<file path="src/rtl/usb_pkt_encoder_if.sv">
// Handshake bundle between the protocol FSM / line stage and the packet encoder.
interface usb_pkt_encoder_if;
    logic        encode;
    logic        kill;
    logic [3:0]  pid;
    logic [6:0]  addr;
    logic [3:0]  endp;
    logic [63:0] data;
    logic        bit_ready;
    logic        bit_out;
    logic        bit_valid;
    logic        eop;
    logic        pkt_sent;
    logic        busy;

    modport slave (
        input  encode, kill, pid, addr, endp, data, bit_ready,
        output bit_out, bit_valid, eop, pkt_sent, busy
    );

    modport master (
        output encode, kill, pid, addr, endp, data, bit_ready,
        input  bit_out, bit_valid, eop, pkt_sent, busy
    );
endinterface

</file>
<file path="src/rtl/usb_pkt_encoder.sv">
// USB transmit packet serializer: SYNC, PID, token/data fields and CRC as an LSB-first
// bit stream under ready/valid, then EOP. States: IDLE wait | SYNC 8 sync bits | PID pid byte
// | FIELD addr/endp or payload | CRC crc5/crc16 | EOP marker held to ready | DONE pkt_sent pulse.
module usb_pkt_encoder (
    input  logic              clk,
    input  logic              rst_b,
    usb_pkt_encoder_if.slave  bus
);
    typedef enum logic [2:0] {
        S_IDLE, S_SYNC, S_PID, S_FIELD, S_CRC, S_EOP, S_DONE
    } state_t;

    state_t      r_state;
    logic [6:0]  r_cnt;
    logic [4:0]  r_crc5;
    logic [15:0] r_crc16;
    logic [3:0]  r_pid;
    logic [6:0]  r_addr;
    logic [3:0]  r_endp;
    logic [63:0] r_data;
    logic        r_bit_out;
    logic        r_bit_valid;
    logic        r_eop;
    logic        r_pkt_sent;
    logic        r_busy;

    logic        w_is_token;
    logic        w_is_data;
    logic        w_accept;
    logic [6:0]  w_cnt_inc;
    logic [4:0]  w_crc5_upd;
    logic [15:0] w_crc16_upd;
    state_t      w_nxt_state;
    logic [6:0]  w_nxt_cnt;
    logic [4:0]  w_c5;
    logic [15:0] w_c16;
    logic [1:0]  w_eidx;
    logic [2:0]  w_i5;
    logic [3:0]  w_i16;
    logic        w_nxt_bit;

    assign w_is_token  = (r_pid[1:0] == 2'b01);
    assign w_is_data   = (r_pid[1:0] == 2'b11);
    assign w_accept    = r_bit_valid & bus.bit_ready;
    assign w_cnt_inc   = r_cnt + 7'd1;
    assign w_crc5_upd  = {r_crc5[3:0], 1'b0} ^ ((r_bit_out ^ r_crc5[4]) ? 5'b00101 : 5'b00000);
    assign w_crc16_upd = {r_crc16[14:0], 1'b0} ^ ((r_bit_out ^ r_crc16[15]) ? 16'h8005 : 16'h0000);

    always_comb begin
        w_nxt_state = r_state;
        w_nxt_cnt   = w_cnt_inc;
        case (r_state)
            S_SYNC: if (r_cnt == 7'd7) begin
                w_nxt_state = S_PID;
                w_nxt_cnt   = 7'd0;
            end
            S_PID: if (r_cnt == 7'd7) begin
                w_nxt_state = (w_is_token || w_is_data) ? S_FIELD : S_EOP;
                w_nxt_cnt   = 7'd0;
            end
            S_FIELD: if (r_cnt == (w_is_token ? 7'd10 : 7'd63)) begin
                w_nxt_state = S_CRC;
                w_nxt_cnt   = 7'd0;
            end
            S_CRC: if (r_cnt == (w_is_token ? 7'd4 : 7'd15)) begin
                w_nxt_state = S_EOP;
                w_nxt_cnt   = 7'd0;
            end
            default: ;
        endcase
    end

    // The first CRC bit must reflect the field bit being accepted on the same edge.
    assign w_c5   = (r_state == S_FIELD) ? w_crc5_upd  : r_crc5;
    assign w_c16  = (r_state == S_FIELD) ? w_crc16_upd : r_crc16;
    assign w_eidx = w_nxt_cnt[1:0] + 2'd1;
    assign w_i5   = 3'd4 - w_nxt_cnt[2:0];
    assign w_i16  = 4'd15 - w_nxt_cnt[3:0];

    always_comb begin
        w_nxt_bit = 1'b0;
        case (w_nxt_state)
            S_SYNC:  w_nxt_bit = (w_nxt_cnt == 7'd7);
            S_PID:   w_nxt_bit = r_pid[w_nxt_cnt[1:0]] ^ w_nxt_cnt[2];
            S_FIELD: begin
                if (w_is_token)
                    w_nxt_bit = (w_nxt_cnt < 7'd7) ? r_addr[w_nxt_cnt[2:0]] : r_endp[w_eidx];
                else
                    w_nxt_bit = r_data[w_nxt_cnt[5:0]];
            end
            S_CRC:   w_nxt_bit = w_is_token ? ~w_c5[w_i5] : ~w_c16[w_i16];
            default: ;
        endcase
    end

    always_ff @(posedge clk or negedge rst_b) begin
        if (!rst_b) begin
            r_state     <= S_IDLE;
            r_cnt       <= 7'd0;
            r_crc5      <= 5'h1F;
            r_crc16     <= 16'hFFFF;
            r_pid       <= 4'd0;
            r_addr      <= 7'd0;
            r_endp      <= 4'd0;
            r_data      <= 64'd0;
            r_bit_out   <= 1'b0;
            r_bit_valid <= 1'b0;
            r_eop       <= 1'b0;
            r_pkt_sent  <= 1'b0;
            r_busy      <= 1'b0;
        end else if (bus.encode && (bus.kill || r_state == S_IDLE)) begin
            r_pid       <= bus.pid;
            r_addr      <= bus.addr;
            r_endp      <= bus.endp;
            r_data      <= bus.data;
            r_state     <= S_SYNC;
            r_cnt       <= 7'd0;
            r_crc5      <= 5'h1F;
            r_crc16     <= 16'hFFFF;
            r_bit_out   <= 1'b0;
            r_bit_valid <= 1'b1;
            r_eop       <= 1'b0;
            r_pkt_sent  <= 1'b0;
            r_busy      <= 1'b1;
        end else if (bus.kill) begin
            r_state     <= S_IDLE;
            r_cnt       <= 7'd0;
            r_crc5      <= 5'h1F;
            r_crc16     <= 16'hFFFF;
            r_bit_out   <= 1'b0;
            r_bit_valid <= 1'b0;
            r_eop       <= 1'b0;
            r_pkt_sent  <= 1'b0;
            r_busy      <= 1'b0;
        end else begin
            case (r_state)
                S_SYNC, S_PID, S_FIELD, S_CRC: if (w_accept) begin
                    r_state <= w_nxt_state;
                    r_cnt   <= w_nxt_cnt;
                    if (r_state == S_FIELD && w_is_token) r_crc5  <= w_crc5_upd;
                    if (r_state == S_FIELD && w_is_data)  r_crc16 <= w_crc16_upd;
                    if (w_nxt_state == S_EOP) begin
                        r_bit_valid <= 1'b0;
                        r_eop       <= 1'b1;
                        r_bit_out   <= 1'b0;
                    end else begin
                        r_bit_out   <= w_nxt_bit;
                    end
                end
                S_EOP: if (bus.bit_ready) begin
                    r_state    <= S_DONE;
                    r_cnt      <= 7'd0;
                    r_eop      <= 1'b0;
                    r_pkt_sent <= 1'b1;
                end
                S_DONE: begin
                    r_state    <= S_IDLE;
                    r_cnt      <= 7'd0;
                    r_pkt_sent <= 1'b0;
                    r_busy     <= 1'b0;
                end
                default: ;
            endcase
        end
    end

    assign bus.bit_out   = r_bit_out;
    assign bus.bit_valid = r_bit_valid;
    assign bus.eop       = r_eop;
    assign bus.pkt_sent  = r_pkt_sent;
    assign bus.busy      = r_busy;
endmodule

</file>
<file path="src/flat_wrapper.sv">
// flat-port wrapper written by rule: the top's interface ports become plain ports
module usb_pkt_encoder_flat 
  (clk, rst_b, bus_encode, bus_kill, bus_pid, bus_addr, bus_endp, bus_data, bus_bit_ready, bus_bit_out, bus_bit_valid, bus_eop, bus_pkt_sent, bus_busy);
  usb_pkt_encoder_if bus_i ();
  input  logic clk;
  input  logic rst_b;
  input wire logic [$bits(bus_i.encode)-1:0] bus_encode;
  input wire logic [$bits(bus_i.kill)-1:0] bus_kill;
  input wire logic [$bits(bus_i.pid)-1:0] bus_pid;
  input wire logic [$bits(bus_i.addr)-1:0] bus_addr;
  input wire logic [$bits(bus_i.endp)-1:0] bus_endp;
  input wire logic [$bits(bus_i.data)-1:0] bus_data;
  input wire logic [$bits(bus_i.bit_ready)-1:0] bus_bit_ready;
  output wire logic [$bits(bus_i.bit_out)-1:0] bus_bit_out;
  output wire logic [$bits(bus_i.bit_valid)-1:0] bus_bit_valid;
  output wire logic [$bits(bus_i.eop)-1:0] bus_eop;
  output wire logic [$bits(bus_i.pkt_sent)-1:0] bus_pkt_sent;
  output wire logic [$bits(bus_i.busy)-1:0] bus_busy;
  assign bus_i.encode = bus_encode;
  assign bus_i.kill = bus_kill;
  assign bus_i.pid = bus_pid;
  assign bus_i.addr = bus_addr;
  assign bus_i.endp = bus_endp;
  assign bus_i.data = bus_data;
  assign bus_i.bit_ready = bus_bit_ready;
  assign bus_bit_out = bus_i.bit_out;
  assign bus_bit_valid = bus_i.bit_valid;
  assign bus_eop = bus_i.eop;
  assign bus_pkt_sent = bus_i.pkt_sent;
  assign bus_busy = bus_i.busy;
  usb_pkt_encoder u_core (.clk(clk), .rst_b(rst_b), .bus(bus_i));
endmodule
</file>
<file path="config.mk">
export PLATFORM = sky130hd
export DESIGN_NAME = usb_pkt_encoder_flat
export DESIGN_NICKNAME = d
export VERILOG_FILES = /design/src/rtl/usb_pkt_encoder_if.sv /design/src/rtl/usb_pkt_encoder.sv /design/src/flat_wrapper.sv
export SDC_FILE = /design/constraint.sdc
export NUM_CORES = 1
export LEC_CHECK = 0
export BUFFER_PORTS_ARGS = -buffer_cell sky130_fd_sc_hd__buf_2
export CORE_MARGIN = 1
export CORE_UTILIZATION = 50
export CTS_CLUSTER_SIZE = 10
export DETAILED_ROUTE_END_ITERATION = 12
export PLACE_DENSITY = 0.7
export SLEW_MARGIN = 20
export SYNTH_ARGS = -nofsm -noshare
export SYNTH_HDL_FRONTEND = slang
export SYNTH_SLANG_ARGS = --single-unit
</file>
<file path="constraint.sdc">
create_clock -name clk -period 7.8 [get_ports clk]
set_input_delay 1.17 -clock clk [delete_from_list [all_inputs] [get_ports clk]]
set_output_delay 1.17 -clock clk [all_outputs]
set_load 0.1 [all_outputs]
</file>
After elaboration in Yosys (flattened, before gate mapping)
Cells that the tools add are included.
W data, S select, Z words.
{"block": "word_totals", "inputBits": 84, "wordCells": 151, "regBits": 115, "output_inout_bits": 5}
{"block": "op_classes", "addsub": 4, "n_reduce_logical": 24, "n_lt_le_gt_ge": 7, "bitwise": 8, "eq_ne": 20, "muxes": 75}
{"operator": "$mux W16", "n": 7}
{"operator": "$mux W7", "n": 7}
{"operator": "$pmux W7 S3", "n": 2}
{"operator": "$mux W1", "n": 30}
{"operator": "$mux W3", "n": 10}
{"operator": "$mux W5", "n": 6}
{"operator": "$reduce_bool A3 Y1", "n": 6}
{"operator": "$xor A16 B16 Y16", "n": 1}
{"operator": "$eq A3 B3 Y1 const B", "n": 5}
{"operator": "$eq A7 B3 Y1 const B", "n": 2}
{"operator": "$eq A7 B7 Y1", "n": 2}
{"operator": "$eq A3 B2 Y1 const B", "n": 4}
{"operator": "$pmux W3 S4", "n": 1}
{"operator": "$reduce_and A3 Y1", "n": 4}
{"operator": "$pmux W3 S3", "n": 1}
{"operator": "$lt A3 B4 Y1 const B", "n": 2}
{"operator": "$ne A4 B2 Y1 const B", "n": 2}
{"operator": "$reduce_bool A4 Y1", "n": 2}
{"operator": "$add A7 B1 Y7 const B", "n": 1}
{"operator": "$lt A6 B7 Y1 const B", "n": 1}
{"operator": "$lt A7 B3 Y1 const B", "n": 1}
{"operator": "$bmux W1 S3", "n": 2}
{"operator": "$bmux W1 S6", "n": 1}
{"operator": "$eq A3 B1 Y1 const B", "n": 2}
{"operator": "26 further kinds", "n": 36}

Depth between registers and ports, before layout
Gate-level depths: netlist of run 1.
{"block": "depth", "ltp_word": 16, "depth_mapped": 15, "ltp_nobuf": 11}

Worst setup path after synthesis of run 1
OpenSTA, ideal clock, no wires.
{"block": "synth_path", "path_kind": "flip-flop to flip-flop", "from": "reg u_core.r_pid[0]", "to": "reg u_core.r_bit_out, in the netlist u_core.bus.bit_out", "slack_ps": 4780, "setup_ps": 82, "path_stages_with_launch": 15, "arrival_ps": 2938, "period_less_slack_ps": 3020, "required_time_ps": 7718, "n_path_buf": 3, "cell_sequence": "dfrtp_1 buf_6 or3b_4 o32ai_4 a21bo_2 a31oi_2 buf_2 buf_2 ha_1 nor3b_1 o32ai_1 o2111ai_1 o311ai_1 o311a_1 a31oi_1"}
{"block": "synth_via", "elab_chain_len": 16, "word_cells_on_any_way": 49, "cone_classes": "add/sub: 3; order compare: 1; eq/ne: 10; mux: 31; bitwise: 3; reduce/logical: 1"}
{"item": "from (decl)", "line": "usb_pkt_encoder.sv:17", "source": "logic [3:0] r_pid;"}
{"item": "from (signal assigned)", "line": "usb_pkt_encoder.sv:112", "source": "r_pid <= bus.pid;"}
{"item": "$eq A2 B1 Y1", "line": "usb_pkt_encoder.sv:42", "source": "assign w_is_token = (r_pid[1:0] == 2'b01);"}
{"item": "$mux W4 or $mux W6 (tied branches)", "line": "usb_pkt_encoder.sv:65, usb_pkt_encoder.sv:61"}
{"item": "$eq A7 B7 Y1, on equally long branches", "line": "usb_pkt_encoder.sv:65, usb_pkt_encoder.sv:61"}
{"item": "$mux W7, on equally long branches", "line": "usb_pkt_encoder.sv:65, usb_pkt_encoder.sv:61"}
{"item": "$pmux W7 S3", "line": "usb_pkt_encoder.sv:52", "source": "case (r_state)"}
{"item": "$sub A4 B4 Y4, or another cell as far along", "line": "usb_pkt_encoder.sv:78", "source": "assign w_i16 = 4'd15 - w_nxt_cnt[3:0];"}
{"item": "$bmux W1 S4, or another cell as far along", "line": "usb_pkt_encoder.sv:91", "source": "S_CRC: w_nxt_bit = w_is_token ? ~w_c5[w_i5] : ~w_c16[w_i16];"}
{"item": "$mux W1, on equally long branches", "line": "usb_pkt_encoder.sv:91, usb_pkt_encoder.sv:87"}
{"item": "$not A1 Y1 or $mux W1 (tied branches)", "line": "usb_pkt_encoder.sv:91, usb_pkt_encoder.sv:87"}
{"item": "$mux W1, on equally long branches", "line": "usb_pkt_encoder.sv:91, usb_pkt_encoder.sv:86"}
{"item": "$pmux W1 S4", "line": "usb_pkt_encoder.sv:82", "source": "case (w_nxt_state)"}
{"item": "$mux W1 (*)", "line": "usb_pkt_encoder.sv:142", "source": "if (w_nxt_state == S_EOP) begin"}
{"item": "$mux W1 (*)", "line": "usb_pkt_encoder.sv:137", "source": "S_SYNC, S_PID, S_FIELD, S_CRC: if (w_accept) begin"}
{"item": "$mux W1 (*)", "line": "usb_pkt_encoder.sv:136", "source": "case (r_state)"}
{"item": "$mux W1 (*)", "line": "usb_pkt_encoder.sv:125", "source": "end else if (bus.kill) begin"}
{"item": "$mux W1 (*)", "line": "usb_pkt_encoder.sv:111", "source": "end else if (bus.encode && (bus.kill || r_state == S_IDLE)) begin"}
{"item": "to (signal assigned)", "line": "usb_pkt_encoder.sv:147", "source": "r_bit_out <= w_nxt_bit;"}
{"item": "to (decl)", "line": "usb_pkt_encoder.sv:21", "source": "logic r_bit_out;"}
Mark *: on every way between the ends. The rest lies on a longest branch, timed or not. The select of a mux whose other input is x is not followed.
A chain may end at the register's enable or synchronous reset.

Worst setup path after layout of run 1
Same ends and word-level chain as after synthesis.

==> impl_metrics.env, run 1 <==
export IMPL_status="finished clean"
export IMPL_combPwrFrac=0.214
export IMPL_crit_path_end="u_core.bus.bit_out"
export IMPL_initial_utilization=0.5210
export IMPL_hold_slack_ps=501.1
export IMPL_syn_area_sq_um=6362
export IMPL_finalNonFillerCells=829
export IMPL_ys_flop_type="dfrtp_1"
export IMPL_r2r_start="u_core.r_pid[0]"
export IMPL_drt_total_wl_mm=15.80
export IMPL_endpoint_kind="register"
export IMPL_startpoint="u_core.r_pid[0]"
export IMPL_grtUsageTotal=0.2612
export IMPL_clk_pin_slew_ps=60
export IMPL_grt_max_degree=84
export IMPL_synth_fp_nets=664
export IMPL_ys_seq_area_frac=0.4564
export IMPL_reg2reg_depth=12
export IMPL_pre_cts_slack_ps=3511
export IMPL_reg2reg_slack_ps=3540
export IMPL_dieArea_sq_um=13180
export IMPL_p_per_area_nw_per_um2=268.4
export IMPL_die_h_um=114.8
export IMPL_fin_crit_sh=0.5463
export IMPL_gp_congestion=0.8971
export IMPL_clkPwrFrac=0.408
export IMPL_drt_iter0_drc=389
export IMPL_synth_edf_count=0
export IMPL_drc=0
export IMPL_grt_setup_unrepaired="false"
export IMPL_vias_per_cell=6.065
export IMPL_clockRootBuffer="clkbuf_16"
export IMPL_netlist_instances=577
export IMPL_async_flop_share=1.000
export IMPL_slew_violations=0
export IMPL_clk_path_buf_depth=2
export IMPL_dp_cells=797
export IMPL_required_ps=8130
export IMPL_critPathKind="register to register"
export IMPL_synth_distinct_cells=68
export IMPL_die_w_um=114.8
export IMPL_finalInstanceArea_sq_um=7496
export IMPL_critical_path_arrival_ps=4590
export IMPL_startpoint_type="register"
export IMPL_finalHoldViolCount=0
export IMPL_post_route_util=0.6138
export IMPL_seq_power_share=0.378
export IMPL_final_nets=735
export IMPL_cts_tree="built"
export IMPL_antenna_cells=0
export IMPL_setup_viol=0
export IMPL_insertion_delay_ps=420
export IMPL_relSlewSlack=0.3062
export IMPL_antenna_found_initial=0
export IMPL_ant_nets=0
export IMPL_tightest_slew_ps=1039
export IMPL_drive_gt1_frac=0.3691
export IMPL_fillers=1056
export IMPL_synth_avg_cell_area_sq_um=11.03
export IMPL_globalRoute_totalOverflow=0
export IMPL_hold_buffers=0
export IMPL_leakage_nw=3.035
export IMPL_max_freq_mhz=234.7
export IMPL_r2r_end="u_core.bus.bit_out"
export IMPL_cts_setup_buffers=0
export IMPL_ios=89
export IMPL_numCtsBuffers=17
export IMPL_ys_seq_elements=115
export IMPL_m1WireLength_mm=6.752
export IMPL_fin_ws_ps=3539
export IMPL_skew_ps=7.066
export IMPL_wl_per_cell_um=19.06
export IMPL_vias=5028
export IMPL_hpwlAfterDp_mm=10.80
export IMPL_path_max_fanout=18
export IMPL_grt_pass1_wl_mm=26.18
export IMPL_p_total_mw=2.012
export IMPL_area_growth_pct=17.82
export IMPL_core_area_sq_um=12210
export IMPL_top_layer="met4"
export IMPL_postCtsResizedCells=0
export IMPL_dpl_cell_area_sq_um=6858
export IMPL_peakVddDrop_mv=0.1508
export IMPL_core_rowCount=40
export IMPL_max_cap_violations=0
export IMPL_hold_class="register to register"
export IMPL_fin_tns_setup_ps=0
export IMPL_route_met3_wl_um=935
export IMPL_clock_sinks=115
export IMPL_port_buffers=88
export IMPL_dr_pass1_iters=6
export IMPL_p_sw_frac=0.2849
export IMPL_min_period_ps=4261
export IMPL_ys_warnings_count=0
export IMPL_grt_pass1_vias=5147
export IMPL_p_sw_uw=573.2
export IMPL_htreeDepth=4
export IMPL_p_int_mw=1.438
export IMPL_routed_wl_met2_mm=7.771
## cell families (layout without fill, tap and decap cells)
logic type / Yosys count / count (layout) / share of synthesized area
mux: 112 / 112 / 0.2022
flops: 115 / 115 / 0.4564
fa+ha+maj: 4 / 4 / 0.007474
simple gates: 148 / 148 / 0.1119
compound gates: 131 / 131 / 0.1609
xor+xnor: 17 / 17 / 0.02340
buf+inv: 50 / 134 / 0.03776
## placed cells by master, fill, tap and decap left out, types with 6 or more instances in the layout
master and n:
nand2_1 47, xnor2_1 7, a31oi_1 11, a21oi_1 20, mux2_2 82, xor2_1 10
clkbuf_16 17, a221oi_1 6, dfstp_2 21, buf_2 87, inv_1 9, and2_1 6
o22a_1 15, nor2_1 27, nor3_1 20, clkbuf_8 6, o21ai_0 18, dfrtp_1 94
mux2i_1 25, nand3_1 19, buf_4 6, o221ai_1 9, o211ai_1 6
## worst max-delay path, cell delays in order, from the launching register on
cell	delay [ps]
dfrtp_1	530
nor2b_1	870
o32ai_4	260
a21bo_2	300
a31oi_2	550
buf_4	360
ha_1	330
nor3b_1	220
o32ai_1	100
o2111ai_1	110
o311ai_1	150
o311a_1	190
a31oi_1	200
## synthesized netlist by cell type (3+ instances only)
cell type	instances	area [sq um]
dfstp_2	21	551.8
nor2_1	27	101.4
xnor2_1	7	61.31
a21oi_1	20	100.1
buf_2	12	60.06
nor3_1	20	100.1
o22a_1	15	131.4
o221ai_1	9	78.83
or3_1	4	25.02
nand2_1	47	176.4
o21a_1	4	30.03
o211ai_1	6	45.04
nor2b_1	4	25.02
nor4_1	4	25.02
ha_1	3	37.54
nor3b_1	3	22.52
a22o_1	4	35.03
dfrtp_1	94	2352
inv_1	9	33.78
nand3_1	19	95.09
buf_6	3	33.78
o21ai_0	19	95.09
buf_1	5	18.77
nand2b_1	5	31.28
a31oi_1	11	68.82
mux2_2	82	923.4
a211oi_1	4	30.03
a221oi_1	6	52.55
and2_1	6	37.54
mux2i_1	25	250.2
clkbuf_1	19	71.32
a311o_1	3	30.03
mux4_2	5	112.6
xor2_1	10	87.58
## sequential cells by signal, indices dropped and copies added, names as in the netlist, 3 cells and up
name and count:
u_core.r_pid 4, u_core.r_endp 4, u_core.r_data 64, u_core.r_crc16 16
u_core.r_addr 7, u_core.r_cnt 7, u_core.r_crc5 5, u_core.r_state 3
## routing by layer
metal | vias up | GRT usage
li1 | 2298 | -
met1 | 2492 | 0.3369
met2 | 199 | 0.4267
met3 | 39 | 0.06168
met4 | 0 | 0.1056
met5 | - | 0
## cell type report
cell class                 instances  area, sq um  area share
multi-input combinational        412         3234      0.4315
clock buffer                      24        511.7     0.06827
tap                              168        210.2     0.02804
inverter                           9        33.78    0.004507
timing repair buffer              93        480.5     0.06410
clock inverter                     8        121.4     0.01619
sequential                       115         2904      0.3874
## worst min path at each step
stage	endpoint	start	slack, ps	depth (start not counted)
2_1_floorplan	u_core.r_data[28]	u_core.r_data[28]	470	1
3_3_place_gp	u_core.r_data[60]	u_core.r_data[60]	480	1
3_5_place_dp	u_core.r_data[60]	u_core.r_data[60]	490	1
4_1_cts	u_core.r_data[60]	u_core.r_data[60]	500	1
5_1_grt	u_core.r_data[50]	u_core.r_data[50]	510	1
6_report	u_core.r_data[60]	u_core.r_data[60]	500	1
## power groups by stage
stage                     combinational, mW  clock (mW)  sequential, mW
final                                 0.431       0.821           0.760
after global routing                  0.469       0.858           0.772
after CTS                             0.431       0.830           0.759
after detailed placement              0.428           0           0.767
after global placement                0.414           0           0.761
after floorplan                       0.311           0           0.756
(Power assumes the default switching activity.)
==> run 2, diff against run 1 <==
clock period = 4.1 ns   (was 7.8 ns; I/O delays follow)
==> run 2 against run 1 <==
First-iteration DRC count fell by 1.0%. Cell count rose by 0.84%. Flip-flop and latch count stayed put. Clock power grew 97%. Clock-buffer cell count is 5 lower. Register-to-register slack got worse by 2900 ps. Wire length up 5.2%. Critical path type unchanged.
==> impl_metrics.env, run 2 (synthesis results as in run 1) <==
export IMPL_core_area_sq_um=12210
export IMPL_grtUsageTotal=0.2719
export IMPL_grt_setup_unrepaired="false"
export IMPL_ios=89
export IMPL_peakVddDrop_mv=0.3045
export IMPL_cts_setup_buffers=0
export IMPL_clockRootBuffer="clkbuf_16"
export IMPL_min_period_ps=3465
export IMPL_p_per_area_nw_per_um2=517.0
export IMPL_numCtsBuffers=17
export IMPL_crit_top_cell="a221oi_1"
export IMPL_endpoint_kind="register"
export IMPL_critPathKind="register to register"
export IMPL_die_w_um=114.8
export IMPL_path_cells="nor3_2 > nor2_1 > a31o_2 > a31oi_2 > buf_4 > a221oi_1 > a311o_1 > a221oi_1 > o311ai_1 > o311a_1 > a31oi_1"
export IMPL_initial_utilization=0.5210
export IMPL_insertion_delay_ps=420
export IMPL_ant_nets=0
export IMPL_port_buffers=88
export IMPL_startpoint="u_core.r_state[0]"
export IMPL_relSlewSlack=0.3132
export IMPL_vias=5103
export IMPL_largest_register="u_core.r_data"
export IMPL_fin_tns_setup_ps=0
export IMPL_path_max_fanout=18
export IMPL_setup_viol=0
export IMPL_die_h_um=114.8
export IMPL_grt_pass1_wl_mm=27.14
export IMPL_area_growth_pct=18.88
export IMPL_grt_max_degree=91
export IMPL_status="finished clean"
export IMPL_required_ps=4430
export IMPL_wl_per_cell_um=19.87
export IMPL_mostFrequentLayoutCells="dfrtp_1 (94), buf_2 (87), mux2_2 (82)"
export IMPL_gp_congestion=0.9030
export IMPL_cts_tree="built"
export IMPL_drt_iter0_drc=385
export IMPL_tightest_slew_ps=1030
export IMPL_drc=0
export IMPL_r2r_start="u_core.r_state[0]"
export IMPL_postCtsResizedCells=0
export IMPL_finalHoldViolCount=0
export IMPL_leakage_nw=3.072
export IMPL_layout_commonest_cell="dfrtp_1"
export IMPL_antenna_cells=0
export IMPL_biggestRegsByFlops="u_core.r_data (64), u_core.r_crc16 (16)"
export IMPL_core_rowCount=40
export IMPL_hold_class="primary input to asynchronous set/reset pin"
export IMPL_globalRoute_totalOverflow=0
export IMPL_dr_pass1_iters=5
export IMPL_hold_buffers=0
export IMPL_htreeDepth=4
export IMPL_dieArea_sq_um=13180
export IMPL_drive_gt1_frac=0.3743
export IMPL_drt_total_wl_mm=16.62
export IMPL_max_freq_mhz=288.6
export IMPL_critical_path_arrival_ps=3800
export IMPL_dpl_cell_area_sq_um=6910
export IMPL_clk_path_buf_depth=2
export IMPL_grt_pass1_vias=5205
export IMPL_finalInstanceArea_sq_um=7564
export IMPL_crit_path_end="u_core.bus.bit_out"
export IMPL_reg2reg_slack_ps=640
export IMPL_vias_per_cell=6.104
export IMPL_r2r_end="u_core.bus.bit_out"
export IMPL_skew_ps=8.004
export IMPL_p_total_mw=3.910
export IMPL_final_nets=742
export IMPL_hpwlAfterDp_mm=11.74
export IMPL_slowest_stage="dfrtp_1"
export IMPL_startpoint_type="register"
export IMPL_reg2reg_depth=11
export IMPL_max_cap_violations=0
export IMPL_slew_violations=0
export IMPL_slowest_delay_ps=580
export IMPL_clk_pin_slew_ps=60
export IMPL_fin_crit_sh=0.8451
export IMPL_clock_sinks=115
export IMPL_antenna_found_initial=0
export IMPL_largest_register_ffs=64
==> run 2: cell count changes in the layout (fill, tap and decap cells not counted) <==
cell,delta
clkbuf_8,-5
clkinv_4,+1
clkinvlp_4,+1
a211oi_2,-1
buf_4,+6
bufinv_16,+2
buf_6,+1
a211oi_1,+1
inv_6,+1
==> run 2: how the worst min path moves through the flow <==
stage                    endpoint  depth (start not counted)
3_3_place_gp    u_core.r_data[51]                          1
4_1_cts         u_core.r_data[41]                          2
5_1_grt         u_core.r_state[1]                          1
2_1_floorplan  u_core.bus.bit_out                          0
6_report           u_core.bus.eop                          1
3_5_place_dp     u_core.r_data[4]                          1
==> run 2: layout make-up <==
cell class | instances | area, sq um
Timing Repair Buffer | 100 | 536.8
Clock inverter | 13 | 206.4
Inverter | 9 | 33.78
Clock buffer | 19 | 442.9
Fill cell | 998 | 4648
Tap cell | 168 | 210.2
Sequential cell | 115 | 2904
Multi-Input combinational cell | 412 | 3229
==> run 2: where the power goes <==
| group | leakage, nW | internal, mW | switching, mW |
|---|---|---|---|
| clock network | 0.313 | 1.09 | 0.529 |
| logic | 1.42 | 0.379 | 0.454 |
| registers | 1.34 | 1.32 | 0.137 |
==> run 2: critical path: cells and delay by family (launching register included) <==
kind	cells	cell delay, ps
compound gates	8	1800
simple gates	2	740
flops	1	580
buf+inv	1	250
==> run 2: routing by layer <==
| layer | up-vias | global-route usage | wire, um |
|---|---|---|---|
| met3 | 34 | 0.05851 | 1036 |
| met2 | 213 | 0.4388 | 8025 |
| met1 | 2535 | 0.3567 | 7151 |
| met4 | 0 | 0.1169 | 402 |
| li1 | 2321 | - | - |
| met5 | - | 0 | 0 |
==> run 2: metrics by stage <==
stage                     setup slack (ps)  std cells  hold slack (ps)  utilization
final                                635.2        836            270.0       0.6194
after global routing                 307.1        836            335.4       0.6194
after CTS                            651.8        836            417.7       0.6191
after detailed placement             692.4        804            487.6       0.5659
after global placement               777.0        804            485.2       0.5659
after floorplan                       1080        577            319.4            -
==> run 3, diff against run 2 <==
ABC_AREA = 1   (was default)
clock period = 3.6 ns   (was 4.1 ns; I/O delays follow)
==> run 3 against run 2 <==
Clock power about the same. Core utilization down 0.14 points. Worst hold slack worse by 150 ps. Global-route usage down 0.59 points. Via count up 13%. Synthesized cell count up 47%. Die area up 0.75%. Cell count up 33%. Critical path depth up 12. Register-to-register slack worse by 200 ps. Combinational power rose to 3.3 times the previous value. Largest cell class is now sequential cells. Largest power group is now combinational cells.
==> impl_metrics.env, run 3 <==
export IMPL_critical_path_top_delay_family="simple AND/OR/NAND/NOR gates"
export IMPL_insertion_delay_ps=420
export IMPL_critical_path_arrival_ps=3470
export IMPL_slowest_stage="dfrtp_1"
export IMPL_combPwrFrac=0.434
export IMPL_seq_power_share=0.302
export IMPL_path_max_fanout=37
export IMPL_syn_area_sq_um=6411
export IMPL_htreeDepth=4
export IMPL_grt_pass1_vias=5459
export IMPL_largest_register="u_core.r_data"
export IMPL_min_period_ps=3165
export IMPL_cts_tree="built"
export IMPL_dieArea_sq_um=13280
export IMPL_max_cap_violations=0
export IMPL_setup_viol=0
export IMPL_ant_nets=0
export IMPL_postCtsResizedCells=0
export IMPL_grt_pass1_wl_mm=26.99
export IMPL_fin_crit_sh=0.8790
export IMPL_leakage_nw=3.894
export IMPL_crit_top_cell="nand2_1"
export IMPL_status="finished clean"
export IMPL_globalRoute_totalOverflow=0
export IMPL_ys_flop_type="dfrtp_1"
export IMPL_slowest_delay_ps=680
export IMPL_hpwlAfterDp_mm=11.17
export IMPL_synth_distinct_cells=43
export IMPL_peakVddDrop_mv=0.4361
export IMPL_hold_class="primary input to asynchronous set/reset pin"
export IMPL_ios=89
export IMPL_endpoint_kind="register"
export IMPL_mostFrequentLayoutCells="nand2_1 (241), inv_1 (99), nand3_1 (99)"
export IMPL_cp_num_buf_inv=2
export IMPL_drc=0
export IMPL_skew_ps=9.124
export IMPL_p_per_area_nw_per_um2=822.8
export IMPL_path_cells="ha_1 > nand2_1 > nor2_1 > nand3_1 > a21oi_2 > nand3_4 > nand2_2 > buf_4 > nand2_1 > nand3_1 > nand3_1 > nand3_1 > nand2_1 > nand2_1 > nand2_1 > inv_1 > nand2_1 > nand2_1 > nand2_1 > nand2_1 > nand2_1 > nand2_1 > nand2_1"
export IMPL_initial_utilization=0.5229
export IMPL_core_area_sq_um=12260
export IMPL_clkPwrFrac=0.264
export IMPL_synth_largest_area_cell="dfrtp_1"
export IMPL_netlist_instances=851
export IMPL_grtUsageTotal=0.2660
export IMPL_cts_setup_buffers=0
export IMPL_hold_buffers=0
export IMPL_async_flop_share=1.000
export IMPL_synth_area_leaders="dfrtp_1 (37%), nand2_1 (14%), dfstp_2 (8.6%)"
export IMPL_post_route_util=0.6180
export IMPL_vias=5741
export IMPL_grt_setup_unrepaired="false"
export IMPL_antenna_cells=0
export IMPL_synth_edf_count=0
export IMPL_wl_per_cell_um=14.36
export IMPL_tightest_slew_ps=624.0
export IMPL_ys_seq_elements=115
export IMPL_ys_warnings_count=0
export IMPL_biggestRegsByFlops="u_core.r_data (64), u_core.r_crc16 (16)"
export IMPL_die_w_um=115.2
export IMPL_fin_tns_setup_ps=0
export IMPL_clockRootBuffer="clkbuf_16"
export IMPL_finalHoldViolCount=0
export IMPL_drive_gt1_frac=0.1985
export IMPL_slew_violations=0
export IMPL_ys_seq_area_frac=0.4530
export IMPL_synthMostInstantiatedCell="nand2_1"
export IMPL_synth_fp_nets=938
export IMPL_p_sw_mw=2.596
export IMPL_port_buffers=88
export IMPL_core_rowCount=40
export IMPL_die_h_um=115.2
export IMPL_p_int_mw=3.638
export IMPL_antenna_found_initial=0
export IMPL_area_growth_pct=18.19
export IMPL_clk_pin_slew_ps=60
export IMPL_synth_top_cell_area_share=0.3669
export IMPL_required_ps=3910
export IMPL_drt_total_wl_mm=16.01
export IMPL_max_freq_mhz=316.0
export IMPL_layout_commonest_cell="nand2_1"
export IMPL_dr_pass1_iters=5
export IMPL_drt_iter0_drc=380
export IMPL_vias_per_cell=5.149
export IMPL_grt_max_degree=77
export IMPL_synth_common_cells="nand2_1 (241), inv_1 (99), nand3_1 (99)"
export IMPL_final_nets=1021
export IMPL_synth_avg_cell_area_sq_um=7.534
export IMPL_clk_path_buf_depth=2
export IMPL_relSlewSlack=0.5840
export IMPL_startpoint_type="register"
export IMPL_gp_congestion=0.9407
export IMPL_numCtsBuffers=17
export IMPL_p_sw_frac=0.4164
export IMPL_clock_sinks=115
export IMPL_largest_register_ffs=64
export IMPL_critPathKind="register to register"
[run 3: power by group through the flow]
stage                     Sequential, mW  Clock [mW]  Combinational (mW)
after CTS                           1.88        1.66                2.70
final                               1.88        1.65                2.71
after detailed placement            1.89           0                2.68
after floorplan                     1.95           0                2.05
after global routing                1.93        1.72                3.07
after global placement              1.88           0                2.67
[run 3: cells by family (layout without fill, tap and decap cells)]
kind of cell,Yosys count,count (layout),share of synthesized area
AND/OR/NAND/NOR,414,414,0.2812
adder cells (fa/ha/maj),3,3,0.005855
flip-flops,115,115,0.4530
XOR/XNOR,10,10,0.01366
AO/OA/AOI/OAI,159,159,0.1491
buffers and inverters,150,246,0.09719
[run 3: path summary, 6_finish.rpt]
check / slack, ps / from / cells after the start / endpoint
max in group asynchronous: 2670 / rst_b / 2 / u_core.r_crc5[0]
setup / recovery: 440 / u_core.r_cnt[0] / 23 / u_core.bus.bit_out
setup reg to reg: 440 / u_core.r_cnt[0] / 23 / u_core.bus.bit_out
hold reg to reg: 470 / u_core.r_data[26] / 2 / u_core.r_data[26]
hold / removal: 120 / rst_b / 1 / u_core.r_data[16]
min in group clk: 320 / bus_pid[2] / 3 / u_core.r_pid[2]
[run 3: per-layer routing]
metal | wire [um] | part of all wire | track usage
met2 | 7172 | 0.45 | 0.4141
met1 | 7727 | 0.48 | 0.3680
met3 | 816 | 0.051 | 0.05693
met5 | 0 | 0 | 0
met4 | 298 | 0.019 | 0.09437
[run 3: cell type report]
class,instances,area (sq um)
Tap cell,168,210.2
Clock inverter,9,103.9
Sequential cell,115,2904
Multi-Input combinational cell,586,2884
Timing Repair Buffer,106,590.6
Inverter,108,406.6
Fill cell,1146,4684
Clock buffer,23,478.0
[run 3: per-stage QoR]
stage | instances | cell area [sq um] | hold slack [ps] | total power, mW | setup WS, ps
after global placement | 1083 | 6995 | 453.8 | 4.548 | 540.7
after CTS | 1115 | 7577 | 133.4 | 6.246 | 439.4
after floorplan | 851 | 6411 | 244.4 | 4.005 | 1079
after detailed placement | 1083 | 6995 | 459.0 | 4.569 | 447.6
after global routing | 1115 | 7577 | 165.1 | 6.715 | 73.44
final | 1115 | 7577 | 122.6 | 6.234 | 435.5
